### config.mk
export PLATFORM = sky130hd
export DESIGN_NAME = multi_cycle_ctrl
export DESIGN_NICKNAME = d
export VERILOG_FILES = /design/src/rtl/mcc_pkg.sv /design/src/rtl/mem_wait_timer.sv /design/src/rtl/multi_cycle_ctrl.sv
export SDC_FILE = /design/constraint.sdc
export NUM_CORES = 1
export LEC_CHECK = 0
export ABC_AREA = 1
export CAP_MARGIN = 10
export CORE_UTILIZATION = 45
export CTS_BUF_LIST = sky130_fd_sc_hd__clkbuf_8 sky130_fd_sc_hd__clkbuf_16
export DETAILED_ROUTE_END_ITERATION = 10
export GPL_TIMING_DRIVEN = 1
export PLACE_DENSITY = 0.83
export SLEW_MARGIN = 20
export SYNTH_ARGS = -nofsm -noshare
export SYNTH_HDL_FRONTEND = slang
export SYNTH_SLANG_ARGS = --single-unit
export TNS_END_PERCENT = 100
### constraint.sdc
create_clock -name CLK -period 1.9 [get_ports CLK]
set_input_delay 0.38 -clock CLK [delete_from_list [all_inputs] [get_ports CLK]]
set_output_delay 0.38 -clock CLK [all_outputs]
set_load 0.02 [all_outputs]
### src/rtl/mcc_pkg.sv
// mcc_pkg: shared definitions for the multi-cycle control unit.
//   state_t          - controller state encoding (also visible on the debug port)
//   OP_*             - supported 6-bit opcodes
//   PCSRC_* / SRCB_* / ALUOP_* - datapath mux and ALU operation encodings
//   CAUSE_*          - trap cause codes
package mcc_pkg;

  typedef enum logic [3:0] {
    S_START     = 4'd0,
    S_FETCH     = 4'd1,
    S_DECODE    = 4'd2,
    S_MEM_ADDR  = 4'd3,
    S_MEM_READ  = 4'd4,
    S_MEM_WB    = 4'd5,
    S_MEM_WRITE = 4'd6,
    S_EXEC_R    = 4'd7,
    S_R_WB      = 4'd8,
    S_BRANCH    = 4'd9,
    S_JUMP      = 4'd10,
    S_ADDI_EX   = 4'd11,
    S_ADDI_WB   = 4'd12,
    S_TRAP      = 4'd13
  } state_t;

  localparam logic [5:0] OP_RTYPE = 6'b000000;
  localparam logic [5:0] OP_LW    = 6'b100011;
  localparam logic [5:0] OP_SW    = 6'b101011;
  localparam logic [5:0] OP_BEQ   = 6'b000100;
  localparam logic [5:0] OP_J     = 6'b000010;
  localparam logic [5:0] OP_ADDI  = 6'b001000;

  localparam logic [1:0] PCSRC_ALU    = 2'b00;
  localparam logic [1:0] PCSRC_ALUOUT = 2'b01;
  localparam logic [1:0] PCSRC_JUMP   = 2'b10;

  localparam logic [1:0] SRCB_REG     = 2'b00;
  localparam logic [1:0] SRCB_FOUR    = 2'b01;
  localparam logic [1:0] SRCB_IMM     = 2'b10;
  localparam logic [1:0] SRCB_IMM_SH2 = 2'b11;

  localparam logic [1:0] ALUOP_ADD   = 2'b00;
  localparam logic [1:0] ALUOP_SUB   = 2'b01;
  localparam logic [1:0] ALUOP_FUNCT = 2'b10;

  localparam logic [1:0] CAUSE_NONE    = 2'b00;
  localparam logic [1:0] CAUSE_ILLEGAL = 2'b01;
  localparam logic [1:0] CAUSE_TIMEOUT = 2'b10;

endpackage

### src/rtl/mem_wait_timer.sv
// mem_wait_timer: counts consecutive memory wait cycles.
//   CLK, RSTn  - clock, asynchronous active-low reset
//   i_clear    - zero the count (state change or not waiting on memory)
//   i_count    - this cycle is a wait cycle (memory state, mem_ready=0)
//   o_expired  - this wait cycle is the MEM_TIMEOUT-th consecutive one
// MEM_TIMEOUT=0 disables expiry.
module mem_wait_timer #(
  parameter int MEM_TIMEOUT = 15
) (
  input  logic CLK,
  input  logic RSTn,
  input  logic i_clear,
  input  logic i_count,
  output logic o_expired
);

  localparam int TW = (MEM_TIMEOUT < 2) ? 1 : $clog2(MEM_TIMEOUT + 1);
  // r_cnt holds the number of earlier wait cycles, so the current wait
  // cycle is the last allowed one when r_cnt equals MEM_TIMEOUT-1.
  localparam logic [TW-1:0] LAST = TW'((MEM_TIMEOUT == 0) ? 0 : MEM_TIMEOUT - 1);

  logic [TW-1:0] r_cnt;

  always_ff @(posedge CLK or negedge RSTn) begin
    if (!RSTn)        r_cnt <= '0;
    else if (i_clear) r_cnt <= '0;
    else if (i_count) r_cnt <= r_cnt + 1'b1;
  end

  assign o_expired = (MEM_TIMEOUT != 0) && i_count && (r_cnt == LAST);

endmodule

### src/rtl/multi_cycle_ctrl.sv
// multi_cycle_ctrl: Moore controller sequencing fetch/decode/execute/memory/
// write-back for the MIPS-subset multi-cycle core.
//   CLK, RSTn    - clock, asynchronous active-low reset
//   OPCode       - instruction register [31:26], used only in DECODE
//   mem_ready    - memory completes the current access this cycle
//   PCWr ... ALUSrcA, PCSrc, ALUSrcB, ALUOP - datapath controls
//   retired      - completed-instruction count (wraps)
//   trap         - high while in TRAP; trap_cause holds the first cause
//   o_dbg_state  - current state for observation
// Memory handshake: in FETCH, MEM_READ and MEM_WRITE the request is held
// (controls stay asserted) every cycle; the access completes, and the state
// advances, on the first cycle mem_ready=1. Too many consecutive waits trap.
module multi_cycle_ctrl
  import mcc_pkg::*;
#(
  parameter int OP_W        = 6,
  parameter int CNT_W       = 32,
  parameter int MEM_TIMEOUT = 15
) (
  input  logic             CLK,
  input  logic             RSTn,
  input  logic [OP_W-1:0]  OPCode,
  input  logic             mem_ready,
  output logic             PCWr,
  output logic             PCWrCond,
  output logic             IorD,
  output logic             MemRd,
  output logic             MemWr,
  output logic             IRWr,
  output logic             MemtoReg,
  output logic             RegWr,
  output logic             RegDst,
  output logic             ALUSrcA,
  output logic [1:0]       PCSrc,
  output logic [1:0]       ALUSrcB,
  output logic [1:0]       ALUOP,
  output logic [CNT_W-1:0] retired,
  output logic             trap,
  output logic [1:0]       trap_cause,
  output logic [3:0]       o_dbg_state
);

  state_t           r_state, w_next;
  logic             r_is_load;  // lw vs sw, captured in DECODE for MEM_ADDR
  logic [CNT_W-1:0] r_retired;
  logic [1:0]       r_trap_cause;
  logic             w_in_mem, w_count, w_clear, w_expired;

  assign w_in_mem = (r_state == S_FETCH) || (r_state == S_MEM_READ) ||
                    (r_state == S_MEM_WRITE);
  assign w_count  = w_in_mem && !mem_ready;
  assign w_clear  = (w_next != r_state) || !w_in_mem;

  mem_wait_timer #(.MEM_TIMEOUT(MEM_TIMEOUT)) u_timer (
    .CLK       (CLK),
    .RSTn      (RSTn),
    .i_clear   (w_clear),
    .i_count   (w_count),
    .o_expired (w_expired)
  );

  always_ff @(posedge CLK or negedge RSTn) begin
    if (!RSTn) r_state <= S_START;
    else       r_state <= w_next;
  end

  always_comb begin
    w_next = r_state;
    case (r_state)
      S_START:  w_next = S_FETCH;
      S_FETCH:  if (mem_ready) w_next = S_DECODE;
                else if (w_expired) w_next = S_TRAP;
      S_DECODE: begin
        if (OPCode == OP_W'(OP_LW) || OPCode == OP_W'(OP_SW)) w_next = S_MEM_ADDR;
        else if (OPCode == OP_W'(OP_RTYPE)) w_next = S_EXEC_R;
        else if (OPCode == OP_W'(OP_BEQ))   w_next = S_BRANCH;
        else if (OPCode == OP_W'(OP_J))     w_next = S_JUMP;
        else if (OPCode == OP_W'(OP_ADDI))  w_next = S_ADDI_EX;
        else                                w_next = S_TRAP;
      end
      S_MEM_ADDR:  w_next = r_is_load ? S_MEM_READ : S_MEM_WRITE;
      S_MEM_READ:  if (mem_ready) w_next = S_MEM_WB;
                   else if (w_expired) w_next = S_TRAP;
      S_MEM_WRITE: if (mem_ready) w_next = S_FETCH;
                   else if (w_expired) w_next = S_TRAP;
      S_EXEC_R:    w_next = S_R_WB;
      S_ADDI_EX:   w_next = S_ADDI_WB;
      S_MEM_WB, S_R_WB, S_BRANCH, S_JUMP, S_ADDI_WB: w_next = S_FETCH;
      S_TRAP:      w_next = S_TRAP;
      default:     w_next = S_START;
    endcase
  end

  always_comb begin
    PCWr = 1'b0; PCWrCond = 1'b0; IorD = 1'b0; MemRd = 1'b0; MemWr = 1'b0;
    IRWr = 1'b0; MemtoReg = 1'b0; RegWr = 1'b0; RegDst = 1'b0; ALUSrcA = 1'b0;
    PCSrc = PCSRC_ALU; ALUSrcB = SRCB_REG; ALUOP = ALUOP_ADD;
    case (r_state)
      S_FETCH: begin
        MemRd = 1'b1; ALUSrcB = SRCB_FOUR;
        IRWr = mem_ready; PCWr = mem_ready;
      end
      S_DECODE:              ALUSrcB = SRCB_IMM_SH2;
      S_MEM_ADDR, S_ADDI_EX: begin ALUSrcA = 1'b1; ALUSrcB = SRCB_IMM; end
      S_MEM_READ:            begin MemRd = 1'b1; IorD = 1'b1; end
      S_MEM_WB:              begin RegWr = 1'b1; MemtoReg = 1'b1; end
      S_MEM_WRITE:           begin MemWr = 1'b1; IorD = 1'b1; end
      S_EXEC_R:              begin ALUSrcA = 1'b1; ALUOP = ALUOP_FUNCT; end
      S_R_WB:                begin RegWr = 1'b1; RegDst = 1'b1; end
      S_BRANCH: begin
        ALUSrcA = 1'b1; ALUOP = ALUOP_SUB; PCWrCond = 1'b1; PCSrc = PCSRC_ALUOUT;
      end
      S_JUMP:                begin PCWr = 1'b1; PCSrc = PCSRC_JUMP; end
      S_ADDI_WB:             RegWr = 1'b1;
      default: ;
    endcase
  end

  // An instruction retires when any state other than START or FETCH itself
  // hands over to FETCH. The first cause entering TRAP is kept.
  always_ff @(posedge CLK or negedge RSTn) begin
    if (!RSTn) begin
      r_retired    <= '0;
      r_trap_cause <= CAUSE_NONE;
      r_is_load    <= 1'b0;
    end else begin
      if (w_next == S_FETCH && r_state != S_START && r_state != S_FETCH)
        r_retired <= r_retired + 1'b1;
      if (w_next == S_TRAP && r_state != S_TRAP)
        r_trap_cause <= (r_state == S_DECODE) ? CAUSE_ILLEGAL : CAUSE_TIMEOUT;
      if (r_state == S_DECODE)
        r_is_load <= (OPCode == OP_W'(OP_LW));
    end
  end

  assign retired     = r_retired;
  assign trap        = (r_state == S_TRAP);
  assign trap_cause  = r_trap_cause;
  assign o_dbg_state = r_state;

endmodule
==> out/results.txt <==
The number of nets handed over by synthesis was 462. The number of detailed-routing iterations run before antenna repair was 5. For the pin with the worst max-slew slack, the measured transition is 0.5025 ns. The multi-input gate area in the final layout was 1876 µm²; the share of final-layout standard cells stronger than drive strength 1 was 0.2222. Data on the critical path is required at its endpoint by 2.09 ns. Once detail routing completed, the nets flagged for antenna violations numbered 0. In this run the power density over the cells is 1327 nW/µm². The final cycle utilization of the critical path works out to 1.012. Sequential cell area fraction in the yosys report: 0.3603. The mean number of vias per cell works out to 5.466.

Leaving out fill and tap cells, the most frequent cell in the layout is sky130_fd_sc_hd__nand2_1. The initial core utilization was 0.4677. The flow ran to the end, but the final reports show violations.

The setup check on the worst reg-to-reg path leaves a slack of -0.02 ns. The floorplan step set the die height to 83.47 µm. For the HPWL after detailed placement, the log shows 6.346 mm. In this run, post-CTS hold repair placed 0 buffers. The mapped cell area was 2987 µm². Hold is met by 0.03592 ns. Average detailed-routed wire length per instance: 15.00 µm. The final design utilization was 0.6801. Counting along the longest clock path gives a buffer depth of 2. The path depth of the worst reg2reg path is 14, and the setup-violating endpoint count in the final report is 8. The region available for standard cell placement spans 6386 µm². The run gives 0.2355 as the combined global-route utilization of all metal layers. The post-synthesis cell type with the largest combined area is sky130_fd_sc_hd__dfrtp_1.

In the post-synthesis netlist, the biggest area contributors are sky130_fd_sc_hd__dfrtp_1 (36%), sky130_fd_sc_hd__nand2_1 (21%), sky130_fd_sc_hd__nand3_1 (9.2%). Leakage component of the power: 2.183 nW. The total overflow left after global routing is 0.

The tree built by TritonCTS fans out to 43 sinks. The final period demand of the worst path was 1.923 ns; the max-capacitance violation count was 0. Summing all placed instances gives a cell area of 3924 µm². The cell seen most often among critical-path stages is sky130_fd_sc_hd__nand2_2. The die covers 6966 µm². For this design, the slowest cell found on the critical path is sky130_fd_sc_hd__dfrtp_2.

The worst-case IR drop observed on VDD is 0.8599 mV. Measured along the x axis, the die boundary spans 83.47 µm. The H-tree generated during clock tree synthesis spans 2 levels. The congestion estimate from routability-driven global placement came to 0.9213.

The path class of the lowest-slack min-delay path was in -> async. Clock network latency to the later pin of the worst-skew pair: 0.30 ns. The cell family contributing the most delay on the critical path is simple AND/OR/NAND/NOR gates. The final reports fail on setup timing.

The number of max-slew violations in the final report was 0. The cell count after synthesis came out at 450. The relative slew slack is 0.6650, and the final-stage net count is 560. Counting flops and latches in the post-synthesis netlist gives 43. The post-layout instance area was 4343 µm². Counting the fill cells in the layout gives 524. Synthesis warning total: 0.

Total of buffers placed on input and output ports: 63. The run gives -0.02333 ns as the final worst setup slack. The final hold violation count was 0. The number of top-level pins was 64; the number of rows created at floorplan was 29.

The tools report the flip-flop and latch area as 1081 µm². The run gives 0 as the final routed DRC violation total. The clock skew was 0.01568 ns. Setup repair after global routing could not meet its margin everywhere. The initial antenna violation count is 0, and the area growth from synthesis to layout is 45.41%. The worst setup path is captured at a flop. On the worst path, the slowest cell contributes a delay of 0.50 ns. Root buffer cell: sky130_fd_sc_hd__clkbuf_8. The tools report the number of diodes as 0. The via count of the first global-routing pass is 2975.

The critical path runs through a total of 14 cells. The library cells used most frequently in the layout, excluding fill and tap cells, are sky130_fd_sc_hd__nand2_1 (148), sky130_fd_sc_hd__nand3_1 (50), sky130_fd_sc_hd__nor2_1 (44), sky130_fd_sc_hd__dfrtp_1 (39), sky130_fd_sc_hd__clkdlybuf4s50_1 (38). TritonCTS built the clock tree. Data arrives at the worst endpoint at 2.11 ns. Derived from the worst setup path, the maximum achievable clock frequency is 0.5199 GHz. The type of the worst setup path was reg -> reg. The tools report the largest net degree at the start of global routing as 35. The sum of buffers and inverters on the critical path is 4. Share of Yosys cell area claimed by the top area cell type: 0.3603. In this run the mean area of a mapped cell was 6.637 µm². The signal on the critical path passes through nor2_4 -> inv_2 -> nand2_2 -> buf_6 -> nand2_2 -> nand2_2 -> nor2_4 -> nand3_2 -> inv_2 -> nor2_8 -> nand2_8 -> clkbuf_16 -> nand2_2 -> nand2_1.

The tools report the violation count after the first detailed-routing iteration as 321. The worst setup path is launched from a flop. The top fanout value on the critical path is 8, and the number of unique standard cell types used by synthesis is 26. The first global-routing pass estimated 13.41 mm of wire. Summed over all layers, the routed wires come to 9.387 mm. The tools report the total vias in the final route as 3422.

Buffers inserted during clock tree synthesis total 5. Clock-pin slew of the registers on the worst-case setup and hold paths: 0.09 ns.
==> kinds of logic after synthesis <==
group / share of synthesized area
XOR/XNOR: 0.07038
flip-flops: 0.3603
AND/OR/NAND/NOR: 0.4646
AO/OA/AOI/OAI: 0.01675
adder cells (fa/ha/maj): 0.01257
buffers and inverters: 0.07541
==> timing repair <==
action                     in CTS  in global routing
setup buffers                   0                  4
setup endpoints to repair      32                 54
cloned                          0                  5
resized for setup              36                 77
pin swaps                       0                 17
==> report_power, final <==
group / switching (mW) / leakage [nW] / internal (mW) / total [mW]
Clock: 0.336 / 0.0453 / 0.252 / 0.589
Combinational: 2.24 / 1.55 / 1.73 / 3.96
Sequential: 0.184 / 0.585 / 1.03 / 1.21
==> Yosys cell counts (all sizes together) <==
cell    instances
a21oi           1
buf            11
clkinv          1
dfrtp          43
ha              3
inv            41
nand2         172
nand3          57
nand3b          7
nand4           6
nor2           58
nor3           16
nor3b           2
o21ai           5
o22ai           2
o31ai           1
xnor2           6
xor2           18
==> final cells by class <==
class | instances | area share
clock buffers | 5 | 0.01585
clock inverters | 3 | 0.003745
multi-input cells | 354 | 0.4319
repair buffers | 102 | 0.2400
well taps | 77 | 0.02218
flip-flops and latches | 43 | 0.2489
inverters | 42 | 0.03745
==> through the flow <==
| step | power [mW] | setup TNS [ns] | worst slack, ns | std cells |
|---|---|---|---|---|
| finish | 5.762 | -0.07803 | -0.02333 | 626 |
| detailed placement | 4.064 | -9.140 | -0.2623 | 610 |
| global route | 6.017 | -2.001 | -0.07676 | 626 |
| CTS | 4.583 | 0 | 0.005822 | 618 |
| floorplan | 2.870 | 0 | 0.01098 | 450 |
| global placement | 4.007 | -5.577 | -0.1695 | 610 |
==> path summary, 6_finish.rpt <==
kind | start | endpoint
max | o_dbg_state[1] | retired[25]
min | RSTn | retired[27]
max reg2reg | o_dbg_state[1] | retired[25]
min reg2reg | trap_cause[0] | trap_cause[0]
max in group asynchronous | RSTn | o_dbg_state[0]
min in group CLK | trap_cause[0] | trap_cause[0]
==> state kept, by name, indices dropped and copies added (netlist names) <==
name,flops
o_dbg_state,4
r_is_load,1
trap_cause,2
retired,32
u_timer.r_cnt,4
==> layer usage <==
metal	part of all wire	track usage	wire (µm)	vias to the layer above
li1	-	-	-	1625
met1	0.41	0.3169	3814	1595
met2	0.48	0.3830	4494	176
met3	0.093	0.04550	869	26
met4	0.022	0.07550	208	0
met5	0	0	0	-
No activity file was read; power rests on OpenSTA's default activity.
